File: config.mk
export PLATFORM = sky130hd
export DESIGN_NAME = xosera_bus_sync_flat
export DESIGN_NICKNAME = d
export VERILOG_FILES = /design/src/rtl/xosera_bus_sync_if.sv /design/src/rtl/xosera_bus_sync.sv /design/src/flat_wrapper.sv
export SDC_FILE = /design/constraint.sdc
export NUM_CORES = 1
export LEC_CHECK = 0
export ABC_AREA = 1
export CAP_MARGIN = 20
export CORE_MARGIN = 5
export CORE_UTILIZATION = 40
export CTS_CLUSTER_DIAMETER = 200
export CTS_CLUSTER_SIZE = 16
export DETAILED_ROUTE_END_ITERATION = 12
export MAX_ROUTING_LAYER = met4
export PLACE_DENSITY_LB_ADDON = 0.1
export SYNTH_ARGS = -nofsm -noshare
export SYNTH_HDL_FRONTEND = slang
export SYNTH_SLANG_ARGS = --single-unit
File: constraint.sdc
create_clock -name clk -period 1.1 [get_ports clk]
set_input_delay 0.165 -clock clk [delete_from_list [all_inputs] [get_ports clk]]
set_output_delay 0.165 -clock clk [all_outputs]
set_load 0.1 [all_outputs]
File: src/rtl/xosera_bus_sync_if.sv
// Host-bus signal bundle between the m68k pin side / core side and xosera_bus_sync.
// slave = the sync block itself, master = whatever drives the pins and consumes strobes.
interface xosera_bus_sync_if #(
  parameter int DATA_W   = 8,
  parameter int REGNUM_W = 4
);
  logic                bus_cs_n_i;
  logic                bus_rd_nwr_i;
  logic                bus_bytesel_i;
  logic [REGNUM_W-1:0] bus_reg_num_i;
  logic [DATA_W-1:0]   bus_data_i;
  logic [DATA_W-1:0]   bus_data_o;
  logic                bus_out_ena_o;
  logic                bus_irq_n_o;
  logic                irq_i;
  logic                wr_strobe_o;
  logic                rd_strobe_o;
  logic [REGNUM_W-1:0] reg_num_o;
  logic                bytesel_o;
  logic [DATA_W-1:0]   wr_data_o;
  logic [DATA_W-1:0]   rd_data_i;
  logic                timeout_o;

  modport slave (
    input  bus_cs_n_i, bus_rd_nwr_i, bus_bytesel_i, bus_reg_num_i, bus_data_i, irq_i, rd_data_i,
    output bus_data_o, bus_out_ena_o, bus_irq_n_o, wr_strobe_o, rd_strobe_o,
           reg_num_o, bytesel_o, wr_data_o, timeout_o
  );

  modport master (
    output bus_cs_n_i, bus_rd_nwr_i, bus_bytesel_i, bus_reg_num_i, bus_data_i, irq_i, rd_data_i,
    input  bus_data_o, bus_out_ena_o, bus_irq_n_o, wr_strobe_o, rd_strobe_o,
           reg_num_o, bytesel_o, wr_data_o, timeout_o
  );
endinterface

File: src/rtl/xosera_bus_sync.sv
// m68k bus front end: synchronises CS/RnW into clk, issues one strobe per CS assertion.
// Optional macro XOSERA_BUS_TIMEOUT_EN forces release of a CS held longer than TIMEOUT_CYC.
module xosera_bus_sync #(
  parameter int DATA_W      = 8,
  parameter int REGNUM_W    = 4,
  parameter int SYNC_STAGES = 2,
  parameter int TIMEOUT_CYC = 1023
) (
  input  logic                    clk,
  input  logic                    reset_n_i,
  xosera_bus_sync_if.slave        bif
);

  if (SYNC_STAGES < 2 || SYNC_STAGES > 4 || TIMEOUT_CYC < 1) begin : g_param_chk
    $error("xosera_bus_sync: SYNC_STAGES must be 2..4 and TIMEOUT_CYC >= 1");
  end

  typedef struct packed {
    logic [REGNUM_W-1:0] reg_num;
    logic                bytesel;
    logic [DATA_W-1:0]   data;
  } bus_req_t;

  typedef enum logic [1:0] {IDLE, RD_FETCH, WAIT_RELEASE} state_t;

  logic [SYNC_STAGES-1:0] cs_sync, rnw_sync;
  logic                   cs_s, rnw_s;
  bus_req_t               pin_q, cap_q;
  state_t                 state, state_nx;
  logic                   wr_stb_q, rd_stb_q, wr_stb_nx, rd_stb_nx;
  logic                   cap_en, fetch_en, cnt_clr, tmo_nx;
  logic [DATA_W-1:0]      rd_q;
  logic                   irq_n_q;

  assign cs_s  = cs_sync[SYNC_STAGES-1];
  assign rnw_s = rnw_sync[SYNC_STAGES-1];

  // Pin drivers follow the raw pins so the bus sees data as soon as the host asks.
  assign bif.bus_out_ena_o = ~bif.bus_cs_n_i & bif.bus_rd_nwr_i;

  // Address/data get a single register: they settle long before cs_s can assert.
  always_ff @(posedge clk or negedge reset_n_i) begin
    if (!reset_n_i) begin
      cs_sync  <= '1;
      rnw_sync <= '1;
      pin_q    <= '0;
    end else begin
      cs_sync  <= {cs_sync[SYNC_STAGES-2:0], bif.bus_cs_n_i};
      rnw_sync <= {rnw_sync[SYNC_STAGES-2:0], bif.bus_rd_nwr_i};
      pin_q    <= {bif.bus_reg_num_i, bif.bus_bytesel_i, bif.bus_data_i};
    end
  end

`ifdef XOSERA_BUS_TIMEOUT_EN
  localparam int CNT_W = $clog2(TIMEOUT_CYC + 1);
  localparam logic [CNT_W-1:0] CNT_MAX = CNT_W'(TIMEOUT_CYC);
  logic [CNT_W-1:0] cnt;
  logic             tmo_q;

  always_ff @(posedge clk or negedge reset_n_i) begin
    if (!reset_n_i)                cnt <= '0;
    else if (cnt_clr)              cnt <= '0;
    else if (state == WAIT_RELEASE) cnt <= cnt + 1'b1;
  end

  always_ff @(posedge clk or negedge reset_n_i) begin
    if (!reset_n_i) tmo_q <= 1'b0;
    else            tmo_q <= tmo_nx;
  end
  assign bif.timeout_o = tmo_q;
`else
  assign bif.timeout_o = 1'b0;
`endif

  always_comb begin
    state_nx  = state;
    wr_stb_nx = 1'b0;
    rd_stb_nx = 1'b0;
    cap_en    = 1'b0;
    fetch_en  = 1'b0;
    cnt_clr   = 1'b0;
    tmo_nx    = 1'b0;
    case (state)
      IDLE: begin
        if (!cs_s) begin
          cap_en = 1'b1;
          if (rnw_s) begin
            rd_stb_nx = 1'b1;
            state_nx  = RD_FETCH;
          end else begin
            wr_stb_nx = 1'b1;
            cnt_clr   = 1'b1;
            state_nx  = WAIT_RELEASE;
          end
        end
      end
      RD_FETCH: begin
        fetch_en = 1'b1;
        cnt_clr  = 1'b1;
        state_nx = WAIT_RELEASE;
      end
      WAIT_RELEASE: begin
        if (cs_s) state_nx = IDLE;
`ifdef XOSERA_BUS_TIMEOUT_EN
        // A stuck CS is released and, if still low, taken as a fresh access.
        else if (cnt == CNT_MAX) begin
          state_nx = IDLE;
          tmo_nx   = 1'b1;
        end
`endif
      end
      default: state_nx = IDLE;
    endcase
  end

  always_ff @(posedge clk or negedge reset_n_i) begin
    if (!reset_n_i) begin
      state    <= IDLE;
      wr_stb_q <= 1'b0;
      rd_stb_q <= 1'b0;
      cap_q    <= '0;
      rd_q     <= '0;
      irq_n_q  <= 1'b1;
    end else begin
      state    <= state_nx;
      wr_stb_q <= wr_stb_nx;
      rd_stb_q <= rd_stb_nx;
      if (cap_en)   cap_q <= pin_q;
      if (fetch_en) rd_q  <= bif.rd_data_i;
      irq_n_q  <= ~bif.irq_i;
    end
  end

  assign bif.wr_strobe_o = wr_stb_q;
  assign bif.rd_strobe_o = rd_stb_q;
  assign bif.reg_num_o   = cap_q.reg_num;
  assign bif.bytesel_o   = cap_q.bytesel;
  assign bif.wr_data_o   = cap_q.data;
  assign bif.bus_data_o  = rd_q;
  assign bif.bus_irq_n_o = irq_n_q;

endmodule

File: src/flat_wrapper.sv
// flat-port wrapper written by rule: the top's interface ports become plain ports
module xosera_bus_sync_flat 
#(
  parameter int DATA_W      = 8,
  parameter int REGNUM_W    = 4,
  parameter int SYNC_STAGES = 2,
  parameter int TIMEOUT_CYC = 1023
)
  (clk, reset_n_i, bif_bus_cs_n_i, bif_bus_rd_nwr_i, bif_bus_bytesel_i, bif_bus_reg_num_i, bif_bus_data_i, bif_irq_i, bif_rd_data_i, bif_bus_data_o, bif_bus_out_ena_o, bif_bus_irq_n_o, bif_wr_strobe_o, bif_rd_strobe_o, bif_reg_num_o, bif_bytesel_o, bif_wr_data_o, bif_timeout_o);
  xosera_bus_sync_if #(.DATA_W(DATA_W), .REGNUM_W(REGNUM_W)) bif_i ();
  input  logic clk;
  input  logic reset_n_i;
  input wire logic [$bits(bif_i.bus_cs_n_i)-1:0] bif_bus_cs_n_i;
  input wire logic [$bits(bif_i.bus_rd_nwr_i)-1:0] bif_bus_rd_nwr_i;
  input wire logic [$bits(bif_i.bus_bytesel_i)-1:0] bif_bus_bytesel_i;
  input wire logic [$bits(bif_i.bus_reg_num_i)-1:0] bif_bus_reg_num_i;
  input wire logic [$bits(bif_i.bus_data_i)-1:0] bif_bus_data_i;
  input wire logic [$bits(bif_i.irq_i)-1:0] bif_irq_i;
  input wire logic [$bits(bif_i.rd_data_i)-1:0] bif_rd_data_i;
  output wire logic [$bits(bif_i.bus_data_o)-1:0] bif_bus_data_o;
  output wire logic [$bits(bif_i.bus_out_ena_o)-1:0] bif_bus_out_ena_o;
  output wire logic [$bits(bif_i.bus_irq_n_o)-1:0] bif_bus_irq_n_o;
  output wire logic [$bits(bif_i.wr_strobe_o)-1:0] bif_wr_strobe_o;
  output wire logic [$bits(bif_i.rd_strobe_o)-1:0] bif_rd_strobe_o;
  output wire logic [$bits(bif_i.reg_num_o)-1:0] bif_reg_num_o;
  output wire logic [$bits(bif_i.bytesel_o)-1:0] bif_bytesel_o;
  output wire logic [$bits(bif_i.wr_data_o)-1:0] bif_wr_data_o;
  output wire logic [$bits(bif_i.timeout_o)-1:0] bif_timeout_o;
  assign bif_i.bus_cs_n_i = bif_bus_cs_n_i;
  assign bif_i.bus_rd_nwr_i = bif_bus_rd_nwr_i;
  assign bif_i.bus_bytesel_i = bif_bus_bytesel_i;
  assign bif_i.bus_reg_num_i = bif_bus_reg_num_i;
  assign bif_i.bus_data_i = bif_bus_data_i;
  assign bif_i.irq_i = bif_irq_i;
  assign bif_i.rd_data_i = bif_rd_data_i;
  assign bif_bus_data_o = bif_i.bus_data_o;
  assign bif_bus_out_ena_o = bif_i.bus_out_ena_o;
  assign bif_bus_irq_n_o = bif_i.bus_irq_n_o;
  assign bif_wr_strobe_o = bif_i.wr_strobe_o;
  assign bif_rd_strobe_o = bif_i.rd_strobe_o;
  assign bif_reg_num_o = bif_i.reg_num_o;
  assign bif_bytesel_o = bif_i.bytesel_o;
  assign bif_wr_data_o = bif_i.wr_data_o;
  assign bif_timeout_o = bif_i.timeout_o;
  xosera_bus_sync #(.DATA_W(DATA_W), .REGNUM_W(REGNUM_W), .SYNC_STAGES(SYNC_STAGES), .TIMEOUT_CYC(TIMEOUT_CYC)) u_core (.clk(clk), .reset_n_i(reset_n_i), .bif(bif_i));
endmodule
==> results.json, run 1 <==
{
  "path_buf_inv": 1,
  "finalSetupTns_ns": -0.06039,
  "worst_slack_ns": -0.06039,
  "wl_per_cell_um": 12.53,
  "antenna_cells": 0,
  "cts-htree-levels": 2,
  "cts.clk_slew.worst_paths_ns": 0.07,
  "synth_cell_type_count": 16,
  "syn_to_final_growth_pct": 69.08,
  "numPortBuffers": 50,
  "fp.dieW_um": 70.60,
  "fin_skew_ns": 0.006079,
  "crit_path_start_kind": "flip-flop",
  "synth_seq_cells": 43,
  "drcViolationCount": 0,
  "cts_tree": "yes",
  "cts_max_path_buffers": 2,
  "wirelength_um": 2956,
  "end_kind": "output pin",
  "maxCapViolCount": 0,
  "syn_nets": 154,
  "critPathLaunch": "u_core.bif.bus_irq_n_o",
  "clock-sinks": 43,
  "crit_type": "reg2out",
  "syn_area_um2": 1469,
  "via_count": 1063,
  "final_common_cell": "nand2_1",
  "drv_slew": 0,
  "start_util_pct": 40.74,
  "drt-vias-per-instance": 4.504,
  "place_congestion": 0.7153,
  "ys_seq_area_share_pct": 73.68,
  "status": "finished, violations left",
  "period_needed_ns": 1.160,
  "dp_hpwl_um": 2146,
  "p_leak_nw": 1.165,
  "antenna_found_initial": 0,
  "mostFrequentLayoutCells": "nand2_1, buf_12, clkdlybuf4s50_1, dfrtp_2, nand3_1",
  "rsz0062_at_grt": "yes",
  "cp_slowest_cell": "dfstp_2",
  "num-fill-cells": 257,
  "core_area_um2": 3606,
  "clockRootBuffer": "clkbuf_8",
  "final_layout_size_suffix_gt1_share_pct": 38.83,
  "postRouteAntennaNets": 0,
  "grt.total_usage_pct": 13.33,
  "cp.arrival_ns": 1.00,
  "drtIter0Drc": 82,
  "clock.fmax_mhz": 861.8,
  "synth.avg_cell_area_um2": 11.48,
  "multi_input_area_um2": 327.8,
  "setup_violations": 1,
  "first_global_vias": 1113,
  "crit_required_ns": 0.94,
  "cp_top_family": "flip-flops",
  "dr.pass1.iters": 4,
  "clk_latency_ns": 0.29,
  "synth-warning-count": 0,
  "fin_crit_sh_pct": 105.5,
  "fin_nets": 213,
  "hp-class": "in2reg",
  "pin_count": 52,
  "r2r-start": "u_core.state[1]",
  "die-area_um2": 4984,
  "cts_buffers": 5,
  "ir_drop_uv": 1499,
  "totalPowerFinal_w": 0.006405,
  "area.sequential_um2": 1110,
  "crit_fanout": 1,
  "grt_overflow_total": 0,
  "grt_pass1_wl_um": 5099,
  "failed_checks": "negative setup slack",
  "die_h_um": 70.60,
  "cp_cell_sequence": "buf_12",
  "power_density_nw_per_um2": 2579,
  "hold_start": "bif_bus_cs_n_i",
  "placementRows": 22,
  "grt_max_degree": 44,
  "cpPeakStageDelay_ns": 0.54,
  "hold_viol": 0,
  "syn_inst": 128,
  "final_core_utilization_pct": 68.88
}
## cells by family (layout without fill, tap and decap cells)
logic type | after synthesis | count (layout) | synth area share, %
and+or+nand+nor | 72 | 72 | 21.55
DFF | 43 | 43 | 73.68
buffers and inverters | 11 | 71 | 4.173
other | 1 | 1 | 0.2553
AOI/OAI and AO/OA | 1 | 1 | 0.3404
## state kept, by name (all words and copies together) (netlist names)
name and flops:
u_core.pin_q 13, u_core.bif.bus_data_o 8, u_core.bif.wr_data_o 8, u_core.bif.reg_num_o 4
u_core.cs_sync 2, u_core.rnw_sync 2, u_core.state 2, u_core.bif.bus_irq_n_o 1
u_core.bif.bytesel_o 1, u_core.bif.rd_strobe_o 1, u_core.bif.wr_strobe_o 1
## metal layers
layer,share of wire (%),vias up,track usage [%]
li1,-,513,-
met1,40,510,14.62
met2,52,33,22.35
met3,6.0,7,4.688
met4,1.6,0,5.010
met5,0,-,-
## area by class of cell
class / instances / area share (%)
Clock buffer: 6 / 2.922
Tap cell: 48 / 2.418
Multi-Input combinational cell: 74 / 13.20
Sequential cell: 43 / 44.68
Clock inverter: 2 / 2.418
Inverter: 6 / 0.9068
Timing Repair Buffer: 57 / 33.45
## power breakdown
group | total (W) | leakage (nW) | switching (W) | internal, W
registers | 0.00212 | 0.489 | 0.000246 | 0.00187
logic | 0.00289 | 0.610 | 0.00188 | 0.00101
clock network | 0.00140 | 0.0654 | 0.000494 | 0.000907
## final timing paths
| path | depth (start not counted) | slack, ns | endpoint |
|---|---|---|---|
| worst max-delay path | 1 | -0.06 | bif_bus_irq_n_o |
| worst min register to register | 0 | 0.36 | u_core.rnw_sync[1] |
| max in group asynchronous | 3 | 0.46 | u_core.rnw_sync[1] |
| worst max register to register | 4 | 0.09 | u_core.bif.bus_data_o[0] |
| min in group asynchronous | 3 | 0.37 | u_core.bif.bytesel_o |
| worst min-delay path | 1 | 0.03 | u_core.cs_sync[0] |
## through the flow
| step | worst slack [ns] | hold WS (ns) | std cells | instance area (µm²) |
|---|---|---|---|---|
| floorplan | -0.03354 | -0.1306 | 128 | 1498 |
| global placement | -0.06049 | 0.1496 | 226 | 2327 |
| detailed placement | -0.06519 | 0.1529 | 226 | 2327 |
| CTS | -0.07248 | 0.2063 | 235 | 2469 |
| global route | -0.08871 | 0.01995 | 236 | 2484 |
| finish | -0.06039 | 0.03181 | 236 | 2484 |
## cells in the mapped netlist
cell,count,share of area [%]
conb_1,1,0.26
buf_2,1,0.34
inv_1,5,1.3
nor2_1,4,1.0
inv_2,1,0.26
nand3_1,21,7.2
nor2_4,1,0.77
o21ai_0,1,0.34
buf_6,1,0.77
nand2_1,43,11
nand2_4,1,0.77
dfrtp_1,38,65
dfstp_2,5,8.9
nor2_2,1,0.43
buf_4,3,1.5
nand2_2,1,0.43
## timing repair
item | CTS | global route
pin swaps | 1 | 2
setup endpoints to repair | 2 | 11
setup buffers | 0 | 1
resized for setup | 1 | 4
endpoints found under the hold margin | 38 | 0
hold buffers | 1 | 0
(Power assumes the default switching activity.)
==> run 2, diff against run 1 <==
ABC_AREA = not set   (was 1)
CORE_MARGIN = not set   (was 5)
CTS_CLUSTER_SIZE = not set   (was 16)
==> run 2 against run 1 <==
Against the previous run: the run still ends with negative setup slack left; hold slack better by 0.026 ns; sequential share of layout area is 0.51 points lower; count of clock-buffer cells in the layout is 1 higher; critical path depth rose by 2; combinational power increased by 12%; final cell count shrank 17%; global-route usage grew 2.9 points; synthesized cell count decreased by 40%; critical path type is now reg2reg; critical endpoint is now u_core.bif.bytesel_o.
==> results.json, run 2 <==
{
  "syn_nets": 103,
  "start_util_pct": 42.53,
  "largest-register": "u_core.pin_q",
  "p_leak_nw": 1.112,
  "synth_cell_type_count": 15,
  "crit_path_start_kind": "flip-flop",
  "totalPowerFinal_w": 0.006142,
  "fin_nets": 176,
  "failed_checks": "negative setup slack",
  "first_global_vias": 921,
  "period_needed_ns": 1.286,
  "setup_violations": 42,
  "grt.total_usage_pct": 16.22,
  "crit_required_ns": 1.34,
  "synth-edff-count": 0,
  "synthArstFlopShare_pct": 100.0,
  "synth_top_cell_by_area": "dfrtp_1",
  "synth.avg_cell_area_um2": 18.87,
  "hp-class": "in2reg",
  "synth_compound_area_share_pct": 0.5168,
  "area.sequential_um2": 1100,
  "drv_slew": 0,
  "critPathLaunch": "u_core.state[1]",
  "antenna_found_initial": 0,
  "hold_ws_ns": 0.05767,
  "synthXorXnorAreaFrac_pct": 0,
  "grt_max_degree": 24,
  "syn_to_final_growth_pct": 71.40,
  "cts_tree": "yes",
  "maxCapViolCount": 0,
  "grt_pass1_wl_um": 4478,
  "hold_viol": 0,
  "wirelength_um": 2651,
  "mostFrequentLayoutCells": "buf_12, dfrtp_1, clkdlybuf4s50_1, buf_4, dfrtp_2",
  "synth-main-ff-cell": "dfrtp_1",
  "numPortBuffers": 50,
  "synth_seq_cells": 43,
  "crit_fanout": 4,
  "finalSetupTns_ns": -3.839,
  "p_int_w": 0.003475,
  "cts-htree-levels": 2,
  "num-fill-cells": 230,
  "drcViolationCount": 0,
  "clockRootBuffer": "clkbuf_4",
  "synth_fa_ha_area_share_pct": 0,
  "cp.arrival_ns": 1.53,
  "multi_input_area_um2": 351.6,
  "pwr-share-clk_pct": 12.5,
  "status": "finished, violations left",
  "p_seq_share_pct": 34.8,
  "clk_latency_ns": 0.34,
  "rsz0062_at_grt": "yes",
  "dr.pass1.iters": 2,
  "core_area_um2": 3416,
  "ys_seq_area_share_pct": 74.50,
  "largest_reg_flops": 13,
  "hold_start": "bif_bus_rd_nwr_i",
  "die-area_um2": 3876,
  "power_density_nw_per_um2": 2467,
  "ir_drop_uv": 1235,
  "grt_overflow_total": 0,
  "dp_hpwl_um": 1936,
  "cts_buffers": 5,
  "synth-warning-count": 0,
  "place_congestion": 0.6745,
  "fin_crit_sh_pct": 116.9,
  "final_common_cell": "buf_12",
  "worst_slack_ns": -0.1858,
  "synth_commonest_cells": "dfrtp_1, mux2_2, mux2_4",
  "muxShareOfSynthArea_pct": 18.35,
  "placementRows": 21,
  "p_comb_share_pct": 52.7,
  "drt-vias-per-instance": 4.467,
  "via_count": 880,
  "ys_top_cells_by_area": "dfrtp_1, mux2_2, dfstp_2, mux2_4, buf_12",
  "final_core_utilization_pct": 72.89,
  "die_h_um": 62.26,
  "finalInstanceArea_um2": 2490,
  "pin_count": 52,
  "post-synth-top-area-fraction_pct": 65.46,
  "r2r-start": "u_core.state[1]",
  "yosysMostFrequentCell": "dfrtp_1",
  "clock-sinks": 43,
  "syn_inst": 77,
  "cts_max_path_buffers": 2,
  "synth_top_family_by_area": "multiplexers",
  "switchingPower_w": 0.002667,
  "place_area_um2": 2342,
  "syn_area_um2": 1453,
  "final_layout_size_suffix_gt1_share_pct": 63.58,
  "switching_share_pct": 43.42,
  "clock.fmax_mhz": 777.7,
  "drtIter0Drc": 18,
  "end_kind": "flip-flop",
  "synth_simple_gate_area_share_pct": 3.876,
  "fp.dieW_um": 62.26,
  "fin_skew_ns": 0.007105,
  "cts.clk_slew.worst_paths_ns": 0.11,
  "postRouteAntennaNets": 0,
  "antenna_cells": 0,
  "crit_type": "reg2reg",
  "wl_per_cell_um": 13.46
}
run 2: worst paths after layout:
| path | to | slack (ns) | cells past startpoint |
|---|---|---|---|
| setup reg to reg | u_core.bif.bytesel_o | -0.19 | 3 |
| max in group asynchronous | u_core.bif.bus_data_o[6] | 0.53 | 3 |
| hold reg to reg | u_core.cs_sync[1] | 0.36 | 0 |
| hold / removal | u_core.rnw_sync[0] | 0.06 | 1 |
| min in group asynchronous | u_core.bif.bytesel_o | 0.30 | 3 |
| setup / recovery | u_core.bif.bytesel_o | -0.19 | 3 |
run 2: cells by family (layout without fill, tap and decap cells):
family / count (synthesis) / count (layout)
buffers and inverters: 4 / 78
AND/OR/NAND/NOR: 7 / 7
multiplexers: 21 / 21
other: 1 / 1
AO/OA/AOI/OAI: 1 / 1
flip-flops: 43 / 43
run 2: area by class of cell:
cell class,count,share of cell area (%)
multi-input cells,30,14.12
clock buffers,7,2.211
well taps,46,2.312
flip-flops and latches,43,44.17
clock inverters,1,0.2010
inverters,1,0.1508
repair buffers,69,36.83
run 2: critical path: stages (launching register included):
cell     delay (ns)
dfrtp_1        0.44
nor3_4         0.25
buf_4          0.17
mux2_2         0.33
run 2: power groups by stage:
stage                     Clock (W)  Sequential (W)  Combinational, W
final                      0.000769         0.00214           0.00324
after CTS                  0.000804         0.00214           0.00320
after floorplan                   0         0.00365          0.000341
after global placement            0         0.00216           0.00310
after global routing       0.000858         0.00217           0.00331
after detailed placement          0         0.00217           0.00313
run 2: repair_timing:
action | CTS | global route
gates resized for setup | 4 | 4
endpoints found under the setup margin | 48 | 47
pin swaps | 0 | 2
setup buffers | 4 | 4
endpoints found under the hold margin | 43 | 0
hold buffers | 1 | 0
run 2: stage by stage:
step | std cells | worst slack [ns]
4_1_cts | 193 | -0.2053
3_3_place_gp | 180 | -0.1377
6_report | 197 | -0.1858
5_1_grt | 197 | -0.2669
2_1_floorplan | 77 | -0.2045
3_5_place_dp | 180 | -0.1929
run 2: routing by layer:
| layer | share of wire, % | vias up | routed length, µm | GRT usage [%] |
|---|---|---|---|---|
| met5 | 0 | - | 0 | - |
| met4 | 1.8 | 0 | 49 | 6.977 |
| met3 | 6.1 | 5 | 163 | 6.434 |
| met2 | 53 | 33 | 1395 | 25.14 |
| met1 | 39 | 440 | 1043 | 18.71 |
| li1 | - | 402 | - | - |
==> run 3, diff against run 2 <==
CELL_PAD_IN_SITES_DETAIL_PLACEMENT = 0   (was not set)
CELL_PAD_IN_SITES_GLOBAL_PLACEMENT = 1   (was not set)
CORE_UTILIZATION = 35   (was 40)
==> run 3 against run 2 <==
Against the previous run: critical path depth did not move; combinational power fell by 2%; hold slack better by 0.068 ns; the flow still finishes with violations (negative setup slack); count of clock-buffer cells in the layout fell by 1; largest power group unchanged; utilization is 11 points lower; register-to-register slack better by 0.02 ns.
==> results.json, run 3 (same netlist as run 2, synthesis figures left out) <==
{
  "cts-htree-levels": 2,
  "r2r-start": "u_core.state[1]",
  "cp_slowest_cell": "dfrtp_1",
  "cts.clk_slew.worst_paths_ns": 0.08,
  "cpPeakStageDelay_ns": 0.42,
  "drcViolationCount": 0,
  "numPortBuffers": 50,
  "critPathLaunch": "u_core.state[1]",
  "clock.fmax_mhz": 789.8,
  "fin_skew_ns": 0.003711,
  "core_area_um2": 4000,
  "totalPowerFinal_w": 0.006269,
  "fin_crit_sh_pct": 115.1,
  "cts_tree": "yes",
  "pin_count": 52,
  "power_density_nw_per_um2": 2522,
  "worst_slack_ns": -0.1661,
  "via_count": 854,
  "wl_per_cell_um": 12.87,
  "syn_to_final_growth_pct": 71.15,
  "fin_nets": 171,
  "drv_slew": 0,
  "fp.dieW_um": 66.43,
  "setup_violations": 22,
  "die-area_um2": 4412,
  "hold_viol": 0,
  "crit_fanout": 8,
  "first_global_vias": 887,
  "place_ws_ns": -0.1788,
  "cts_buffers": 5,
  "drtIter0Drc": 11,
  "dr.pass1.iters": 3,
  "cp_cell_sequence": "nor3_4, buf_6, mux2_4",
  "rsz0062_at_grt": "yes",
  "final_core_utilization_pct": 62.15,
  "drt-vias-per-instance": 4.357,
  "dp_hpwl_um": 1755,
  "path_buf_inv": 1,
  "largest-register": "u_core.pin_q",
  "rr_worst_depth": 3,
  "maxCapViolCount": 0,
  "failed_checks": "negative setup slack",
  "grt_pass1_wl_um": 4112,
  "wirelength_um": 2522,
  "place_congestion": 0.6328,
  "end_kind": "flip-flop",
  "cp.arrival_ns": 1.44,
  "crit_end": "u_core.bif.wr_data_o[7]",
  "postRouteAntennaNets": 0,
  "clock-sinks": 43,
  "cp_top_family": "flip-flops",
  "ir_drop_uv": 1506,
  "start_util_pct": 36.32,
  "die_h_um": 66.43,
  "r2r-end": "u_core.bif.wr_data_o[7]",
  "path_depth": 3,
  "antenna_found_initial": 0,
  "crit_required_ns": 1.28,
  "antenna_cells": 0,
  "largest_reg_flops": 13,
  "mostFrequentLayoutCells": "buf_12, dfrtp_1, clkdlybuf4s50_1, mux2_4, dfrtp_2",
  "period_needed_ns": 1.266,
  "grt_overflow_total": 0,
  "status": "finished, violations left",
  "hp-class": "in2reg",
  "clockRootBuffer": "clkbuf_8",
  "final_layout_size_suffix_gt1_share_pct": 62.33,
  "cts_max_path_buffers": 2,
  "grt.total_usage_pct": 13.63,
  "crit_type": "reg2reg",
  "hold_start": "bif_bus_rd_nwr_i",
  "r2r_slack_ns": -0.17,
  "clk_latency_ns": 0.29,
  "p_leak_nw": 1.104,
  "grt_max_degree": 27,
  "crit_path_start_kind": "flip-flop",
  "placementRows": 23
}
## run 3: metal layers
layer  vias up  wire length, µm  GRT usage (%)
met5         -                0              -
met4         0               55          7.181
met3         7              187          6.034
met1       422             1102          16.35
met2        37             1176          19.26
li1        388                -              -
## run 3: what timing repair did
item,4_1_cts,5_1_grt
setup buffers,3,2
resized for setup,9,5
pin swaps,0,1
hold buffers,1,0
setup endpoints to repair,23,27
endpoints found under the hold margin,38,0
cloned,1,0
## run 3: area by class of cell
cell class | instances | area [µm²]
Tap cell | 50 | 62.56
Sequential cell | 43 | 1099
Fill cell | 289 | 1514
Clock buffer | 6 | 72.57
Multi-Input combinational cell | 30 | 374.1
Inverter | 1 | 3.754
Clock inverter | 2 | 12.51
Timing Repair Buffer | 64 | 862.1
## run 3: worst min path at each step
| stage | endpoint | depth (start not counted) |
|---|---|---|
| after detailed placement | u_core.bif.wr_data_o[1] | 2 |
| final | u_core.rnw_sync[0] | 1 |
| after global placement | u_core.bif.wr_data_o[1] | 2 |
| after global routing | u_core.rnw_sync[0] | 1 |
| after CTS | u_core.rnw_sync[0] | 1 |
| after floorplan | u_core.bif.bus_data_o[0] | 0 |
## run 3: power breakdown
part           internal, W  switching, W  total, W
logic              0.00124       0.00193   0.00317
registers          0.00188      0.000263   0.00214
clock network     0.000443      0.000516  0.000959
total              0.00356       0.00271   0.00627
## run 3: worst reg2reg max path: stages (launching register included)
cell,delay (ns)
dfrtp_1,0.42
nor3_4,0.23
buf_6,0.19
mux2_4,0.31
## run 3: metrics by stage
step	TNS, ns	instance area, µm²	cells	hold WS [ns]
final	-2.935	2486	196	0.1259
after global routing	-3.837	2486	196	0.1121
after CTS	-3.737	2496	196	0.1189
after detailed placement	-2.519	2327	183	0.1418
after global placement	-1.897	2327	183	0.1370
after floorplan	-2.203	1478	77	-0.1306
